[config.mk]
export PLATFORM = sky130hd
export DESIGN_NAME = serial_subtractor
export DESIGN_NICKNAME = d
export VERILOG_FILES = /design/src/rtl/serial_subtractor_pkg.sv /design/src/rtl/full_subtractor_1.sv /design/src/rtl/serial_subtractor.sv
export SDC_FILE = /design/constraint.sdc
export NUM_CORES = 1
export LEC_CHECK = 0
export ABC_CLOCK_PERIOD_IN_PS = 4240
export CORE_ASPECT_RATIO = 1.2
export CORE_MARGIN = 10
export CORE_UTILIZATION = 45
export DETAILED_ROUTE_END_ITERATION = 8
export PLACE_DENSITY = 0.72
export SKIP_CTS_REPAIR_TIMING = 1
export SLEW_MARGIN = 25
export SYNTH_ARGS = -nofsm -noshare
export SYNTH_HDL_FRONTEND = slang
export SYNTH_SLANG_ARGS = --single-unit
[constraint.sdc]
create_clock -name clk -period 4.24 [get_ports clk]
set_input_delay 0.424 -clock clk [delete_from_list [all_inputs] [get_ports clk]]
set_output_delay 0.424 -clock clk [all_outputs]
set_load 0.02 [all_outputs]
[src/rtl/serial_subtractor_pkg.sv]
// Shared types and constants for the bit-serial subtractor.
package serial_subtractor_pkg;

    localparam int SUB_DEFAULT_WIDTH = 8;

    typedef enum logic [1:0] {
        IDLE = 2'd0,
        RUN  = 2'd1,
        DONE = 2'd2
    } sub_state_e;

endpackage

[src/rtl/full_subtractor_1.sv]
// One-bit full subtractor: diff = a - b - bin, with borrow-out.
module full_subtractor_1 (
    input  logic a,
    input  logic b,
    input  logic bin,
    output logic diff,
    output logic bout
);

    assign diff = a ^ b ^ bin;
    assign bout = (~a & b) | (~a & bin) | (b & bin);

endmodule

[src/rtl/serial_subtractor.sv]
// Bit-serial subtractor, LSB first, one bit per clock; result a - b - bin.
// Optional signed-overflow output enabled by defining SERIAL_SUBTRACTOR_OVF_EN.
module serial_subtractor
    import serial_subtractor_pkg::*;
#(
    parameter int WIDTH = SUB_DEFAULT_WIDTH
) (
    input  logic             clk,
    input  logic             rst,
    input  logic             start,
    input  logic [WIDTH-1:0] a,
    input  logic [WIDTH-1:0] b,
    input  logic             bin,
    output logic             busy,
    output logic             done,
    output logic [WIDTH-1:0] diff,
    output logic             bout
`ifdef SERIAL_SUBTRACTOR_OVF_EN
    ,
    output logic             ovf
`endif
);

    localparam int CW = $clog2(WIDTH);

    sub_state_e       state_q;
    logic [CW-1:0]    cnt_q;
    logic [WIDTH-1:0] a_q;
    logic [WIDTH-1:0] b_q;
    logic             br_q;
    logic [WIDTH-1:0] diff_q;
    logic             bout_q;
    logic             busy_q;
    logic             done_q;
`ifdef SERIAL_SUBTRACTOR_OVF_EN
    logic             ovf_q;
`endif

    logic d_s;
    logic bo_s;
    logic last_s;

    full_subtractor_1 u_fs (
        .a    (a_q[0]),
        .b    (b_q[0]),
        .bin  (br_q),
        .diff (d_s),
        .bout (bo_s)
    );

    assign last_s = (cnt_q == CW'(WIDTH - 1));

    // Control FSM and serial datapath; operands shift right so bit 0 is always the current bit.
    always_ff @(posedge clk or posedge rst) begin
        if (rst) begin
            state_q <= IDLE;
            cnt_q   <= '0;
            a_q     <= '0;
            b_q     <= '0;
            br_q    <= 1'b0;
            diff_q  <= '0;
            bout_q  <= 1'b0;
            busy_q  <= 1'b0;
            done_q  <= 1'b0;
`ifdef SERIAL_SUBTRACTOR_OVF_EN
            ovf_q   <= 1'b0;
`endif
        end else begin
            case (state_q)
                IDLE, DONE: begin
                    done_q <= 1'b0;
                    if (start) begin
                        a_q     <= a;
                        b_q     <= b;
                        br_q    <= bin;
                        cnt_q   <= '0;
                        busy_q  <= 1'b1;
                        state_q <= RUN;
                    end else begin
                        busy_q  <= 1'b0;
                        state_q <= IDLE;
                    end
                end
                RUN: begin
                    diff_q <= {d_s, diff_q[WIDTH-1:1]};
                    a_q    <= {1'b0, a_q[WIDTH-1:1]};
                    b_q    <= {1'b0, b_q[WIDTH-1:1]};
                    br_q   <= bo_s;
                    cnt_q  <= cnt_q + CW'(1);
                    if (last_s) begin
                        bout_q  <= bo_s;
`ifdef SERIAL_SUBTRACTOR_OVF_EN
                        // Borrow into the MSB differs from borrow out of it exactly on signed overflow.
                        ovf_q   <= br_q ^ bo_s;
`endif
                        busy_q  <= 1'b0;
                        done_q  <= 1'b1;
                        state_q <= DONE;
                    end else begin
                        busy_q  <= 1'b1;
                        done_q  <= 1'b0;
                        state_q <= RUN;
                    end
                end
                default: begin
                    busy_q  <= 1'b0;
                    done_q  <= 1'b0;
                    state_q <= IDLE;
                end
            endcase
        end
    end

    assign busy = busy_q;
    assign done = done_q;
    assign diff = diff_q;
    assign bout = bout_q;
`ifdef SERIAL_SUBTRACTOR_OVF_EN
    assign ovf  = ovf_q;
`endif

endmodule

==> results by group, run 1 <==
Yosys
  • Most common cell in the netlist: dfrtp_1
  • Fraction of registers with async set or reset after synthesis: 100%
  • #FFs+latches synth: 31
  • Top cell type's share of synthesized area: 53.0%
  • Post-synth EDFFs: 0
  • Register area share after synthesis: 53.0%
  • Syn avg cell area: 10.5 um2
  • Yosys warning count: 0
  • Ranking of synthesized cells by area: dfrtp_1, mux2i_1, nand2_1
  • Mapped Cells: 140
  • Unique cell type count in the Yosys netlist: 28
  • Largest area contributor in the netlist: dfrtp_1
  • Synth top cells by count: dfrtp_1, nand2_1, mux2i_1, nor2_1, nor2b_1
  • Syn_nets: 163
  • Mapped Area: 1460 um2
  • Ys flop type: dfrtp_1

Placed design
  • IO Port Bufs: 30
  • Post-DP HPWL: 2200 um
  • Dpl ws: 1.78 ns
  • GPL Wtd Cong: 0.739
  • Area after DPL: 1740 um2

Route
  • Drt first pass iters: 4
  • Vias per cell: 5.47
  • Initial DRC Count: 62
  • Drt total wl: 3090 um
  • DR WL/cell: 15.2 um
  • DRT antenna net count: 0
  • DRC errors left: 0
  • Total number of vias: 1110

Layout
  • Layout cells sized above 1: 6.59%
  • Area Growth Syn to Fin: 22.4%
  • Net count, final: 189
  • Final Cell Area: 1790 um2
  • Diode count: 0
  • FILL cells: 294

GRT
  • Initial antenna violation count: 0
  • GR Util All Layers: 11.0%
  • Largest net degree at the start of global routing: 32
  • Vias in the first global route: 1120
  • First-pass GRT wire length: 5240 um
  • Overflow after GRT: 0

Critical path
  • Setup CP Type: flip-flop to primary output
  • Reg2reg end: bout
  • CP Cell Sequence: clkdlybuf4s50_1
  • Crit path max-delay cell type: dfrtp_1
  • Critical path depth: 1
  • CP Launch Type: flip-flop
  • Reg2Reg Launch Point: state_q[0]
  • CP max stage delay: 0.88 ns
  • CP startpoint: state_q[0]
  • Critical Path RT: 3.82 ns
  • Critical Path End: busy
  • Setup crit end kind: primary output
  • R2R setup slack: 2.18 ns
  • CP max FO: 27
  • Worst Path Buf+Inv: 1
  • Worst r2r path cells: 3
  • Arr. time, crit path: 1.97 ns
  • Delay-heaviest family, CP: flip-flops

Power
  • Clk network pwr share: 13.0%
  • Tot Pwr: 1.27 mW
  • Switching Fraction: 39.0%
  • Peak supply drop: 0.400 mV
  • Sequential fraction of design power: 44.2%
  • Pwr dens: 709 nW/um2
  • Int Power: 0.775 mW
  • Combinational Power Share: 42.8%
  • Leak pwr: 0.772 nW
  • NetSw: 0.495 mW

Min path
  • HP Class: primary input to async pin

STA
  • Setup TNS: 0 ns
  • Crit path time final: 2.40 ns
  • Final worst path period share: 56.5%
  • Final Max Tran Viols: 0
  • Fin. Hold Viols: 0
  • Actual slew at the worst max-slew pin: 0.816 ns
  • Unrepaired setup endpoints after global routing: false
  • Max frequency: 417 MHz
  • Final WS setup: 1.84 ns
  • Max-slew headroom: 45.6%
  • Worst clock skew: 0.00578 ns
  • Final setup viols: 0

Floorplanning
  • Initial core utilization: 47.5%
  • I/O Pins: 31
  • Row count: 22
  • Die W: 72.1 um
  • Die ar.: 5940 um2
  • Chip height: 82.5 um
  • Core area: 3080 um2

Clock tree
  • CTS tree: built
  • CTS Sinks: 31
  • Clk_lat worst skew: 0.34 ns
  • H-tree depth: 2
  • CTS Buf Count: 5
  • Root buffer cell: clkbuf_4
  • Longest Clk Path Bufs: 2
  • Clock Pin Slew Worst Setup and Hold Paths: 0.09 ns

Outcome
  • Status: finished clean

Flow run
  • Max cap viols: 0
==> cell families (layout without fill, tap and decap cells) <==
kind of cell / Yosys count / after routing / share of synthesized area [%]
compound gates: 29 / 29 / 13.1
xor+xnor: 1 / 1 / 0.598
fa+ha+maj: 3 / 3 / 3.08
buf+inv: 13 / 40 / 5.13
flops: 31 / 31 / 53.0
mux: 11 / 11 / 7.95
simple gates: 52 / 52 / 17.2
==> power by group through the flow <==
| stage | Sequential (mW) | Clock (mW) | Combinational [mW] |
|---|---|---|---|
| 2_1_floorplan | 0.568 | 0 | 0.387 |
| 3_3_place_gp | 0.562 | 0 | 0.530 |
| 3_5_place_dp | 0.569 | 0 | 0.549 |
| 4_1_cts | 0.563 | 0.168 | 0.551 |
| 5_1_grt | 0.585 | 0.183 | 0.606 |
| 6_report | 0.562 | 0.165 | 0.543 |
==> state kept, by name (all words and copies together), names as in the netlist <==
signal / flops
a_q: 8
state_q: 1
cnt_q: 3
diff: 8
done: 1
br_q: 1
b_q: 8
bout: 1
==> worst min-delay path by stage <==
stage          slack, ns        to
2_1_floorplan       0.47  cnt_q[1]
3_3_place_gp        0.46   diff[0]
3_5_place_dp        0.48   diff[6]
4_1_cts             0.50    a_q[6]
5_1_grt             0.53    a_q[6]
6_report            0.49   diff[6]
==> layer usage <==
metal | global-route usage (%) | part of all wire, % | vias up
met5 | 0 | 0 | -
li1 | - | - | 536
met2 | 17.7 | 47 | 41
met3 | 5.13 | 8.7 | 6
met4 | 5.23 | 1.8 | 0
met1 | 12.1 | 42 | 527
==> stage by stage <==
| step | util (%) | instances | hold slack (ns) |
|---|---|---|---|
| after floorplan | - | 140 | 0.470 |
| after global placement | 56.5 | 195 | 0.463 |
| after detailed placement | 56.5 | 195 | 0.483 |
| after CTS | 58.1 | 203 | 0.497 |
| after global routing | 58.1 | 203 | 0.527 |
| final | 58.1 | 203 | 0.486 |
==> final cells by class <==
type,count,area (um2),share of cell area [%]
clock inverters,1,5.00,0.279
repair buffers,30,300,16.8
clock buffers,7,45.0,2.51
well taps,36,45.0,2.51
inverters,2,7.51,0.419
flip-flops and latches,31,776,43.3
multi-input cells,96,613,34.2
==> cell usage in the layout, fill, tap and decap left out, drive strengths merged <==
master,instances
nand3,2
a21oi,7
nand2b,2
inv,2
o21ai,4
clkdlybuf4s50,30
nand2,22
a211oi,7
clkinv,1
and2,1
nor2b,9
a221o,2
xnor2,1
dfrtp,31
mux2i,9
mux2,2
o22ai,6
nor3,7
fa,1
ha,2
a22o,3
nor2,8
and3b,1
clkbuf,7
(Power assumes the default switching activity.)
==> run 2: changes to the inputs <==
- ABC_CLOCK_PERIOD_IN_PS: 4240 -> 2300
- clock period: 4.24 -> 2.3 ns (I/O delays scaled with it)
==> run 2 against run 1 <==
- final cell count increased by 2.5%
- clock-buffer cell count increased by 1
- worst hold slack got worse by 0.20 ns
- routed wire length decreased by 1.3%
- sequential power increased by 75%
- sequential share of layout area decreased by 1.3 points
- critical path type unchanged
- critical endpoint is now done
==> results by group, run 2 (synthesis gave the netlist of run 1 again) <==
Outcome
  • Status: finished clean

GRT
  • Largest net degree at the start of global routing: 32
  • Initial antenna violation count: 0
  • First-pass GRT wire length: 5190 um
  • Vias in the first global route: 1187
  • GR Util All Layers: 10.8%
  • Overflow after GRT: 0

Floorplanning
  • Core area: 3080 um2
  • I/O Pins: 31
  • Chip height: 82.5 um
  • Row count: 22
  • Initial core utilization: 47.5%
  • Die ar.: 5940 um2
  • Die W: 72.1 um

Placed design
  • GPL Wtd Cong: 0.757
  • Post-DP HPWL: 2250 um
  • Area after DPL: 1780 um2
  • Dpl ws: 0.628 ns
  • IO Port Bufs: 30

Layout
  • Final Cell Area: 1850 um2
  • Layout cells sized above 1: 9.30%
  • Area of the multi-input gates: 613 um2
  • Net count, final: 194
  • Most common cell after layout, fill and taps aside: dfrtp_1
  • Diode count: 0
  • Register area: 776 um2
  • FILL cells: 302
  • Area Growth Syn to Fin: 26.2%
  • Commonest non-fill, non-tap cells in the layout: dfrtp_1, clkdlybuf4s50_1, nand2_1, mux2i_1

Critical path
  • Crit path max-delay cell type: clkdlybuf4s50_1
  • Reg2Reg Launch Point: done
  • Worst Path Buf+Inv: 1
  • Setup crit end kind: primary output
  • Arr. time, crit path: 1.60 ns
  • CP max stage delay: 0.70 ns
  • R2R setup slack: 0.72 ns
  • CP Cell Sequence: clkdlybuf4s50_1
  • Critical Path RT: 2.07 ns
  • CP max FO: 9
  • Delay-heaviest family, CP: buffers and inverters
  • CP startpoint: done
  • CP Launch Type: flip-flop
  • Setup CP Type: flip-flop to primary output

Power
  • Leak pwr: 0.807 nW
  • Pwr dens: 1310 nW/um2
  • Peak supply drop: 0.813 mV

Route
  • Drt first pass iters: 4
  • Total number of vias: 1120
  • Drt total wl: 3050 um
  • Vias per cell: 5.38
  • DRT antenna net count: 0
  • DR WL/cell: 14.7 um
  • Initial DRC Count: 60
  • DRC errors left: 0

STA
  • Setup TNS: 0 ns
  • Unrepaired setup endpoints after global routing: false
  • Final worst path period share: 79.6%
  • Final WS setup: 0.469 ns
  • Worst clock skew: 0.00419 ns
  • Actual slew at the worst max-slew pin: 0.555 ns
  • Fin. Hold Viols: 0
  • Final Max Tran Viols: 0
  • Max-slew headroom: 63.0%
  • Final setup viols: 0
  • Max frequency: 546 MHz
  • Crit path time final: 1.83 ns

Clock tree
  • H-tree depth: 2
  • CTS Buf Count: 5
  • CTS Sinks: 31
  • Root buffer cell: clkbuf_4
  • Clock Pin Slew Worst Setup and Hold Paths: 0.09 ns
  • Clk_lat worst skew: 0.32 ns
  • CTS tree: built
  • Longest Clk Path Bufs: 2

Flow run
  • Max cap viols: 0

Min path
  • HP Class: primary input to async pin
run 2: cell count changes in the layout (fill, tap and decap cells not counted):
cell      before  now
inv_2          1    0
buf_4          0    5
clkbuf_1       2    1
clkbuf_8       0    2
clkinv_2       1    0
inv_1          1    2
run 2: layout make-up:
type | instances | area share (%)
multi-input combinational | 96 | 33.2
tap | 36 | 2.44
clock buffer | 8 | 3.72
inverter | 2 | 0.406
sequential | 31 | 42.0
timing repair buffer | 35 | 18.3
run 2: stage by stage:
step | total power [mW] | instances | utilization (%) | hold slack, ns
2_1_floorplan | 1.76 | 140 | - | 0.334
3_3_place_gp | 2.04 | 200 | 57.7 | 0.463
3_5_place_dp | 2.08 | 200 | 57.7 | 0.466
4_1_cts | 2.45 | 208 | 59.9 | 0.293
5_1_grt | 2.62 | 208 | 59.9 | 0.318
6_report | 2.41 | 208 | 59.9 | 0.288
run 2: power by group:
group | internal [mW] | switching (mW)
clock network | 0.180 | 0.179
registers | 0.802 | 0.183
logic | 0.528 | 0.541
run 2: worst paths after layout:
check	to	depth (start not counted)
worst max-delay path	done	1
worst min-delay path	diff[5]	3
worst max register to register	bout	3
worst min register to register	diff[0]	2
max in group asynchronous	diff[3]	3
min in group clk	diff[0]	2
run 2: per-layer routing:
layer	wire, um	track usage, %	share of wire, %	vias up
met5	0	0	0	-
met1	1300	11.4	43	538
met4	29	4.07	0.95	0
met2	1470	19.0	48	31
met3	248	4.30	8.1	4
li1	-	-	-	547
==> run 3: changes to the inputs <==
- ABC_CLOCK_PERIOD_IN_PS: 2300 -> 1600
- PLACE_DENSITY: 0.72 -> 0.75
- clock period: 2.3 -> 1.6 ns (I/O delays scaled with it)
==> run 3 against run 2 <==
- worst hold slack worse by 0.086 ns
- setup slack worse by 0.37 ns
- cell area increased by 2.8%
- clock power grew 78%
- global-route usage grew 0.41 points
- power rose by 52%
- register-to-register slack lost 0.62 ns
- critical endpoint is now cnt_q[2]
- largest cell class unchanged
- highest routed layer unchanged
==> results by group, run 3 (synthesis gave the netlist of run 1 again) <==
Route
  • Drt first pass iters: 4
  • Initial DRC Count: 72
  • DRC errors left: 0
  • Drt total wl: 3030 um
  • DR WL/cell: 14.3 um
  • DRT antenna net count: 0
  • Vias per cell: 5.25
  • Total number of vias: 1114

Critical path
  • Worst Path Buf+Inv: 0
  • Reg2Reg Launch Point: cnt_q[0]
  • CP max FO: 3
  • Crit path max-delay cell type: dfrtp_1
  • CP startpoint: cnt_q[0]
  • CP Launch Type: flip-flop
  • Setup CP Type: flip-flop to flip-flop
  • CP max stage delay: 0.43 ns
  • Delay-heaviest family, CP: adder cells
  • Critical Path RT: 1.83 ns
  • Cell mode on critical path: ha_1
  • Setup crit end kind: flip-flop
  • CP Cell Sequence: ha_1 -> ha_1 -> mux2_2 -> a22o_1
  • Arr. time, crit path: 1.73 ns

Placed design
  • Dpl cells: 204
  • GPL Wtd Cong: 0.710
  • IO Port Bufs: 30
  • Area after DPL: 1810 um2
  • Post-DP HPWL: 2310 um

Layout
  • Most common cell after layout, fill and taps aside: dfrtp_1
  • Post-route insts no fill: 212
  • Area Growth Syn to Fin: 29.8%
  • Commonest non-fill, non-tap cells in the layout: dfrtp_1, clkdlybuf4s50_1, nand2_1, mux2i_1, buf_4
  • Net count, final: 198
  • Diode count: 0
  • Layout cells sized above 1: 11.9%
  • Final Cell Area: 1900 um2

STA
  • Worst clock skew: 0.00842 ns
  • Setup TNS: 0 ns
  • Crit path time final: 1.50 ns
  • Max frequency: 667 MHz
  • Unrepaired setup endpoints after global routing: false
  • Final setup viols: 0
  • Fin. Hold Viols: 0
  • Max-slew headroom: 73.7%
  • Final worst path period share: 93.8%
  • Hold_ws: 0.202 ns
  • Final Max Tran Viols: 0
  • Actual slew at the worst max-slew pin: 0.394 ns

Floorplanning
  • Row count: 22
  • Initial core utilization: 47.5%
  • Die W: 72.1 um
  • Chip height: 82.5 um
  • I/O Pins: 31
  • Die ar.: 5940 um2
  • Core area: 3080 um2

GRT
  • Vias in the first global route: 1207
  • Largest net degree at the start of global routing: 32
  • Overflow after GRT: 0
  • GR Util All Layers: 11.2%
  • First-pass GRT wire length: 5390 um
  • Initial antenna violation count: 0

Clock tree
  • H-tree depth: 2
  • Clk_lat worst skew: 0.33 ns
  • Longest Clk Path Bufs: 2
  • Root buffer cell: clkbuf_4
  • Clock Pin Slew Worst Setup and Hold Paths: 0.10 ns
  • CTS Sinks: 31
  • CTS Buf Count: 5
  • CTS tree: built

Power
  • Leak pwr: 0.860 nW
  • Peak supply drop: 1.12 mV
  • Pwr dens: 1920 nW/um2

Flow run
  • Max cap viols: 0

Outcome
  • Status: finished clean

Min path
  • HP Class: primary input to async pin
run 3: cell count changes in the layout (fill, tap and decap cells not counted), sizes merged:
| cell | change |
|---|---|
| clkinv | +1 |
| clkbuf | -2 |
| dlymetal6s2s | +2 |
| bufinv | +1 |
| buf | +4 |
| clkdlybuf4s50 | -2 |
run 3: routing by layer:
| layer | track usage (%) | vias to the layer above | routed length, um |
|---|---|---|---|
| li1 | - | 552 | - |
| met1 | 12.4 | 526 | 1340 |
| met2 | 18.9 | 30 | 1410 |
| met3 | 4.42 | 6 | 234 |
| met4 | 4.65 | 0 | 44 |
| met5 | 0 | - | 0 |
run 3: path summary, 6_finish.rpt:
kind                       endpoint  cells after the start  slack (ns)
setup / recovery           cnt_q[2]                      4         0.1
hold / removal                 bout                      3        0.20
setup reg to reg           cnt_q[2]                      4         0.1
hold reg to reg             diff[3]                      2        0.49
max in group asynchronous   diff[3]                      3        1.11
min in group clk             b_q[4]                      3        0.42
run 3: area by class of cell:
cell class	instances	area, um2
repair buffers	39	373
fillers	277	1180
inverters	2	7.51
multi-input cells	96	613
well taps	36	45.0
clock inverters	2	35.0
flip-flops and latches	31	776
clock buffers	6	51.3
run 3: worst register-to-register path: cells and delay by family, from the launching register on:
kind	cells	cell delay, ns
adders and majority gates	2	0.49
muxes	1	0.26
AOI/OAI and AO/OA	1	0.22
DFF	1	0.43
run 3: per-stage QoR:
stage	setup slack, ns	total power [mW]	utilization [%]
after detailed placement	0.113	3.07	58.7
after CTS	-0.0802	3.71	61.5
after global placement	0.172	2.97	58.7
after floorplan	0.182	2.53	-
after global routing	0.0283	3.96	61.6
final	0.0998	3.66	61.6
run 3: power breakdown:
part	total [mW]	internal, mW	leakage, nW	switching, mW
clock	0.640	0.369	0.0482	0.271
combinational	1.61	0.801	0.434	0.804
sequential	1.41	1.15	0.378	0.256
